## src/rtl/spi_tx_scheduler.sv

```systemverilog
`default_nettype none
// ============================================================================
// Module      : spi_tx_scheduler
// Description : Round-robin scheduler that shares one SPI transmit channel
//               between N_REQ word producers. It grants one word per frame,
//               pulses spi_start, then follows SS low/high to sequence the
//               next grant. A per-wait-state timeout recovers from a missing
//               or stuck SS response.
// Revision    : 1.0 - initial release
// ============================================================================
module spi_tx_scheduler #(
    parameter int N_REQ   = 4,
    parameter int DATA_W  = 8,
    parameter int TIMEOUT = 64
) (
    input  logic                      clk,
    input  logic                      reset,
    input  logic [N_REQ-1:0]          req_valid,
    input  logic [N_REQ*DATA_W-1:0]   req_data,
    output logic [N_REQ-1:0]          req_ack,
    output logic                      spi_start,
    output logic [DATA_W-1:0]         spi_data,
    input  logic                      spi_ss,
    output logic                      busy,
    output logic [$clog2(N_REQ)-1:0]  grant_id,
    output logic                      xfer_done,
    output logic                      timeout_err
);

    localparam int                 c_IDX_W     = $clog2(N_REQ);
    localparam int                 c_CNT_W     = $clog2(TIMEOUT);
    localparam logic [c_CNT_W-1:0] c_CNT_LAST  = c_CNT_W'(TIMEOUT - 1);
    localparam logic [c_IDX_W-1:0] c_PTR_RESET = c_IDX_W'(N_REQ - 1);

    typedef enum logic [1:0] {
        S_IDLE      = 2'd0,
        S_WAIT_LOW  = 2'd1,
        S_WAIT_HIGH = 2'd2
    } state_t;

    state_t               r_state;
    state_t               w_state_nxt;
    logic [c_CNT_W-1:0]   r_cnt;
    logic [c_CNT_W-1:0]   w_cnt_nxt;
    logic [c_IDX_W-1:0]   r_ptr;
    logic [c_IDX_W-1:0]   w_ptr_nxt;

    logic                 w_found;
    logic [c_IDX_W-1:0]   w_winner;
    logic [c_IDX_W-1:0]   w_cand;

    logic [N_REQ-1:0]     w_ack_nxt;
    logic                 w_start_nxt;
    logic [DATA_W-1:0]    w_data_nxt;
    logic [c_IDX_W-1:0]   w_gid_nxt;
    logic                 w_busy_nxt;
    logic                 w_done_nxt;
    logic                 w_tmo_nxt;

    // Round-robin pick: scan farthest-to-nearest from ptr+1 so the nearest
    // requesting index is the last one written and therefore wins.
    always_comb begin
        w_found  = 1'b0;
        w_winner = '0;
        w_cand   = '0;
        for (int k = N_REQ; k >= 1; k--) begin
            w_cand = c_IDX_W'((int'(r_ptr) + k) % N_REQ);
            if (req_valid[w_cand]) begin
                w_found  = 1'b1;
                w_winner = w_cand;
            end
        end
    end

    // Next-state and next-output logic; every output is registered below.
    always_comb begin
        w_state_nxt = r_state;
        w_cnt_nxt   = r_cnt;
        w_ptr_nxt   = r_ptr;
        w_ack_nxt   = '0;
        w_start_nxt = 1'b0;
        w_data_nxt  = spi_data;
        w_gid_nxt   = grant_id;
        w_done_nxt  = 1'b0;
        w_tmo_nxt   = 1'b0;

        case (r_state)
            S_IDLE: begin
                if (w_found) begin
                    w_ack_nxt[w_winner] = 1'b1;
                    w_start_nxt         = 1'b1;
                    w_data_nxt          = req_data[w_winner*DATA_W +: DATA_W];
                    w_gid_nxt           = w_winner;
                    w_ptr_nxt           = w_winner;
                    w_cnt_nxt           = '0;
                    w_state_nxt         = S_WAIT_LOW;
                end
            end
            S_WAIT_LOW: begin
                // SS already low on the first cycle counts as frame start.
                if (!spi_ss) begin
                    w_cnt_nxt   = '0;
                    w_state_nxt = S_WAIT_HIGH;
                end else if (r_cnt == c_CNT_LAST) begin
                    w_tmo_nxt   = 1'b1;
                    w_cnt_nxt   = '0;
                    w_state_nxt = S_IDLE;
                end else begin
                    w_cnt_nxt = r_cnt + 1'b1;
                end
            end
            S_WAIT_HIGH: begin
                if (spi_ss) begin
                    w_done_nxt  = 1'b1;
                    w_cnt_nxt   = '0;
                    w_state_nxt = S_IDLE;
                end else if (r_cnt == c_CNT_LAST) begin
                    w_tmo_nxt   = 1'b1;
                    w_cnt_nxt   = '0;
                    w_state_nxt = S_IDLE;
                end else begin
                    w_cnt_nxt = r_cnt + 1'b1;
                end
            end
            default: begin
                w_cnt_nxt   = '0;
                w_state_nxt = S_IDLE;
            end
        endcase

        w_busy_nxt = (w_state_nxt != S_IDLE);
    end

    // State, pointer, counter and output registers with synchronous reset.
    always_ff @(posedge clk) begin
        if (reset) begin
            r_state     <= S_IDLE;
            r_cnt       <= '0;
            r_ptr       <= c_PTR_RESET;
            req_ack     <= '0;
            spi_start   <= 1'b0;
            spi_data    <= '0;
            grant_id    <= '0;
            busy        <= 1'b0;
            xfer_done   <= 1'b0;
            timeout_err <= 1'b0;
        end else begin
            r_state     <= w_state_nxt;
            r_cnt       <= w_cnt_nxt;
            r_ptr       <= w_ptr_nxt;
            req_ack     <= w_ack_nxt;
            spi_start   <= w_start_nxt;
            spi_data    <= w_data_nxt;
            grant_id    <= w_gid_nxt;
            busy        <= w_busy_nxt;
            xfer_done   <= w_done_nxt;
            timeout_err <= w_tmo_nxt;
        end
    end

endmodule
`default_nettype wire
```

## config.mk

```make
export PLATFORM = sky130hd
export DESIGN_NAME = spi_tx_scheduler
export DESIGN_NICKNAME = d
export VERILOG_FILES = /design/src/rtl/spi_tx_scheduler.sv
export SDC_FILE = /design/constraint.sdc
export NUM_CORES = 1
export LEC_CHECK = 0
export BUFFER_PORTS_ARGS = -buffer_cell sky130_fd_sc_hd__buf_2
export CORE_AREA = 2 2 56 69
export CTS_CLUSTER_DIAMETER = 200
export DETAILED_ROUTE_END_ITERATION = 8
export DIE_AREA = 0 0 58 71
export PLACE_DENSITY_LB_ADDON = 0.05
export SETUP_SLACK_MARGIN = 0.5
export SLEW_MARGIN = 15
export SYNTH_ARGS = -nofsm -noshare
export SYNTH_HDL_FRONTEND = slang
export SYNTH_SLANG_ARGS = --single-unit
```

## constraint.sdc

```tcl
create_clock -name clk -period 1.7 [get_ports clk]
set_clock_uncertainty 0.05 [all_clocks]
set_input_delay 0.51 -clock clk [delete_from_list [all_inputs] [get_ports clk]]
set_output_delay 0.51 -clock clk [all_outputs]
set_load 0.005 [all_outputs]
```

==> impl_metrics.json <==
{
  "run_status": "finished clean",
  "tritoncts_num_sinks": 28,
  "drive_above_1_share": 0.719,
  "crit_type": "in -> reg",
  "start_util": 0.409,
  "post-synth-top-area-cell": "dfxtp_1",
  "period_needed_ns": 1.68,
  "grt_start_max_net_pins": 20,
  "root_buffer": "clkbuf_8",
  "number_of_global_route_vias_before_repair": 1419,
  "finalWeightedCongestion": 0.797,
  "synth.top_cells.by_area": "dfxtp_1, mux2i_1, a221oi_2",
  "wire_length_of_the_first_global_routing_pass_microns": 6330,
  "chipHeight_microns": 71,
  "critical_path.cell_chain": "buf_8, buf_6, a221oi_4, o32ai_4, buf_6, buf_12, mux2i_1, a221oi_2",
  "worst_reg2reg_path_endpoint": "spi_data[3]$_SDFFE_PP0P_",
  "kind_of_path_behind_the_tightest_hold_check": "reg -> reg",
  "slowest_stage": "a221oi_4",
  "crit_required_ns": 1.84,
  "dominantRegCellSynth": "dfxtp_1",
  "power.density_cell_area_nw_per_um2": 885,
  "hpwl_microns": 2580,
  "switching_power_uw": 717,
  "route.detailed.drc": 0,
  "routed_wirelength_microns": 4220,
  "detailed_place.area_sq_um": 1860,
  "hold_end": "grant_id[0]$_SDFFE_PP0P_",
  "worstPathBufferInverterCount": 4,
  "gr-usage-all-layers": 0.194,
  "timing.final.setup_violations": 0,
  "buffer_ports.inserted": 56,
  "worst_path_dominant_cell_family": "compound AO/OA/AOI/OAI gates",
  "worstSetupStartpointType": "input pin",
  "worst_hold_startpoint": "grant_id[0]$_SDFFE_PP0P_",
  "part_of_the_power_in_the_clock_network": 0.182,
  "layout_worst_path_cycle_share": 0.987,
  "post-route-cell-area_sq_um": 2570,
  "max_clock_freq_ghz": 0.596,
  "power.switching_fraction": 0.316,
  "timing.slew.headroom": 0.696,
  "number_of_flops_mapped_to_enable_cells_by_yosys": 0,
  "tritoncts.num_buffers": 3,
  "synth.ff_latch_count": 28,
  "timing_worst_slew_pin_value_ns": 0.456,
  "antenna_violations_before_repair": 0,
  "arrival_ns": 1.82,
  "final_core_utilization": 0.737,
  "avgViaCountPerCell": 5.25,
  "synth-seq-area-share": 0.393,
  "drt-pass1-iter-count": 4,
  "p_comb_frac": 0.461,
  "cell_internal_pwr_mw": 1.55,
  "regToRegSetupSlack_ns": 0.05,
  "die_area_sq_um": 4120,
  "clock_tree.htree_level_count": 1,
  "max-cap-violations": 0,
  "clkSlewWorstSetupHoldPaths_ns": 0.10,
  "synth_largest_type_area_fraction": 0.393,
  "pwr-share-seq": 0.357,
  "synth.net_count": 187,
  "most_numerous_cell_types_in_the_synthesized_netlist": "dfxtp_1, mux2i_1, nor2_1",
  "final_net_count": 276,
  "antenna_violating_nets_post_route": 0,
  "vias": 1418,
  "drt_iter0_markers": 24,
  "worst_skew_pair.late_latency_ns": 0.27,
  "reg2reg_from": "r_ptr[1]$_SDFFE_PP1P_",
  "tritoncts": "yes",
  "critical-path-max-stage-delay_ns": 0.27,
  "syn-instance-count": 143,
  "drv_slew": 0,
  "synth.cell_area_sq_um": 1430,
  "critPathMaxFanout": 5,
  "core_region_area_sq_um": 3480,
  "grt_setup_unrepaired": "true",
  "grt.overflow.total": 0,
  "critPathMostFrequentCell": "buf_6",
  "whs_path_depth": 2,
  "yosys.cell_count.top_type": "dfxtp_1",
  "async_flop_share": 0,
  "yosysWarningCount": 0,
  "clock_path_buffers": 2,
  "insertedDiodeCount": 0,
  "ios": 57,
  "power.leakage_nw": 1.13,
  "die_width_microns": 58,
  "cells_on_worst_reg2reg_path": 7,
  "peakVddDrop_mv": 0.729,
  "drt-wirelength-per-cell_microns": 15.6,
  "hold_buffers": 0,
  "area_growth_pct": 80.2,
  "rows": 24,
  "synth.lib_cells_used.distinct": 40,
  "post_syn_area_per_cell_sq_um": 9.97,
  "end_kind": "flip-flop",
  "timing.final.hold_violations": 0,
  "setup_total_negative_slack_ns": 0
}
## layout make-up
cell class / count / area [sq um]
Multi-Input combinational cell: 104 / 1110
Fill cell: 244 / 916
Timing Repair Buffer: 90 / 733
Sequential cell: 28 / 591
Clock buffer: 4 / 55.1
Tap cell: 39 / 48.8
Inverter: 5 / 26.3
## worst reg2reg max path, cell delays in order, from the launching register on
cell      delay (ns)
dfxtp_4         0.39
inv_1           0.09
nor3_4          0.23
o32ai_4         0.15
buf_6           0.17
buf_12          0.13
mux2i_1         0.12
a221oi_2        0.23
## power groups by stage
| stage | Combinational, mW | Sequential [mW] | Clock (mW) |
|---|---|---|---|
| final | 1.05 | 0.811 | 0.414 |
| after global routing | 1.11 | 0.819 | 0.449 |
| after CTS | 0.931 | 0.794 | 0.417 |
| after detailed placement | 0.611 | 0.793 | 0 |
| after global placement | 0.595 | 0.790 | 0 |
| after floorplan | 0.392 | 0.794 | 0 |
## placed cells by master, fill, tap and decap left out, types with 3 or more instances in the layout
master	Yosys	final
dfxtp_2	0	15
clkbuf_8	0	4
ha_4	0	4
nor2b_1	6	5
inv_4	0	3
buf_6	1	16
nor2_1	16	9
buf_16	0	3
nand2_1	6	3
a21oi_2	0	3
dfxtp_4	0	3
nor2_4	0	4
buf_12	0	3
nor2_2	1	4
buf_4	1	16
o21bai_1	9	9
a221oi_2	8	8
buf_2	1	49
buf_8	0	3
dfxtp_1	28	10
mux2i_1	17	16
## routing by layer
metal,global-route usage,up-vias,part of all wire
met4,0.0310,0,0.0038
met1,0.230,683,0.41
li1,-,696,-
met3,0.0256,2,0.045
met2,0.367,37,0.54
met5,0,-,0
## stage by stage
step | hold WS (ns) | setup slack, ns | power, mW | std cells
after global routing | 0.487 | -0.0176 | 2.38 | 270
final | 0.470 | 0.0229 | 2.27 | 270
after floorplan | 0.411 | 0.0475 | 1.19 | 143
after global placement | 0.428 | -0.463 | 1.39 | 244
after detailed placement | 0.431 | -0.567 | 1.40 | 244
after CTS | 0.456 | 0.0105 | 2.14 | 266
## state kept, by name, summed over array words and instances (netlist names)
register,flops
grant_id,2
busy,1
xfer_done,1
r_ptr,2
spi_data,8
timeout_err,1
r_cnt,6
r_state,2
spi_start,1
req_ack,4
## repair_timing
action                                  CTS  global route
buffers inserted                         15             4
gates cloned                              3             0
endpoints found under the setup margin   45            45
gates resized for setup                  64            43
pin swaps                                15            20
## cells by family after synthesis
group | synth area share
simple gates | 0.169
xor+xnor | 0.0307
compound gates | 0.205
buf+inv | 0.0378
mux | 0.119
fa+ha+maj | 0.0439
flops | 0.393
## worst max-delay path by stage
stage	cells after the start	slack, ns	from	to
after detailed placement	7	-0.57	req_valid[2]	spi_data[7]$_SDFFE_PP0P_
final	8	0.02	req_valid[1]	spi_data[3]$_SDFFE_PP0P_
after global placement	7	-0.46	req_valid[2]	spi_data[5]$_SDFFE_PP0P_
after global routing	8	-0.02	req_valid[1]	spi_data[4]$_SDFFE_PP0P_
after floorplan	5	0.05	req_valid[1]	r_ptr[1]$_SDFFE_PP1P_
after CTS	9	0.01	req_valid[2]	spi_data[2]$_SDFFE_PP0P_
(Power assumes the default switching activity.)
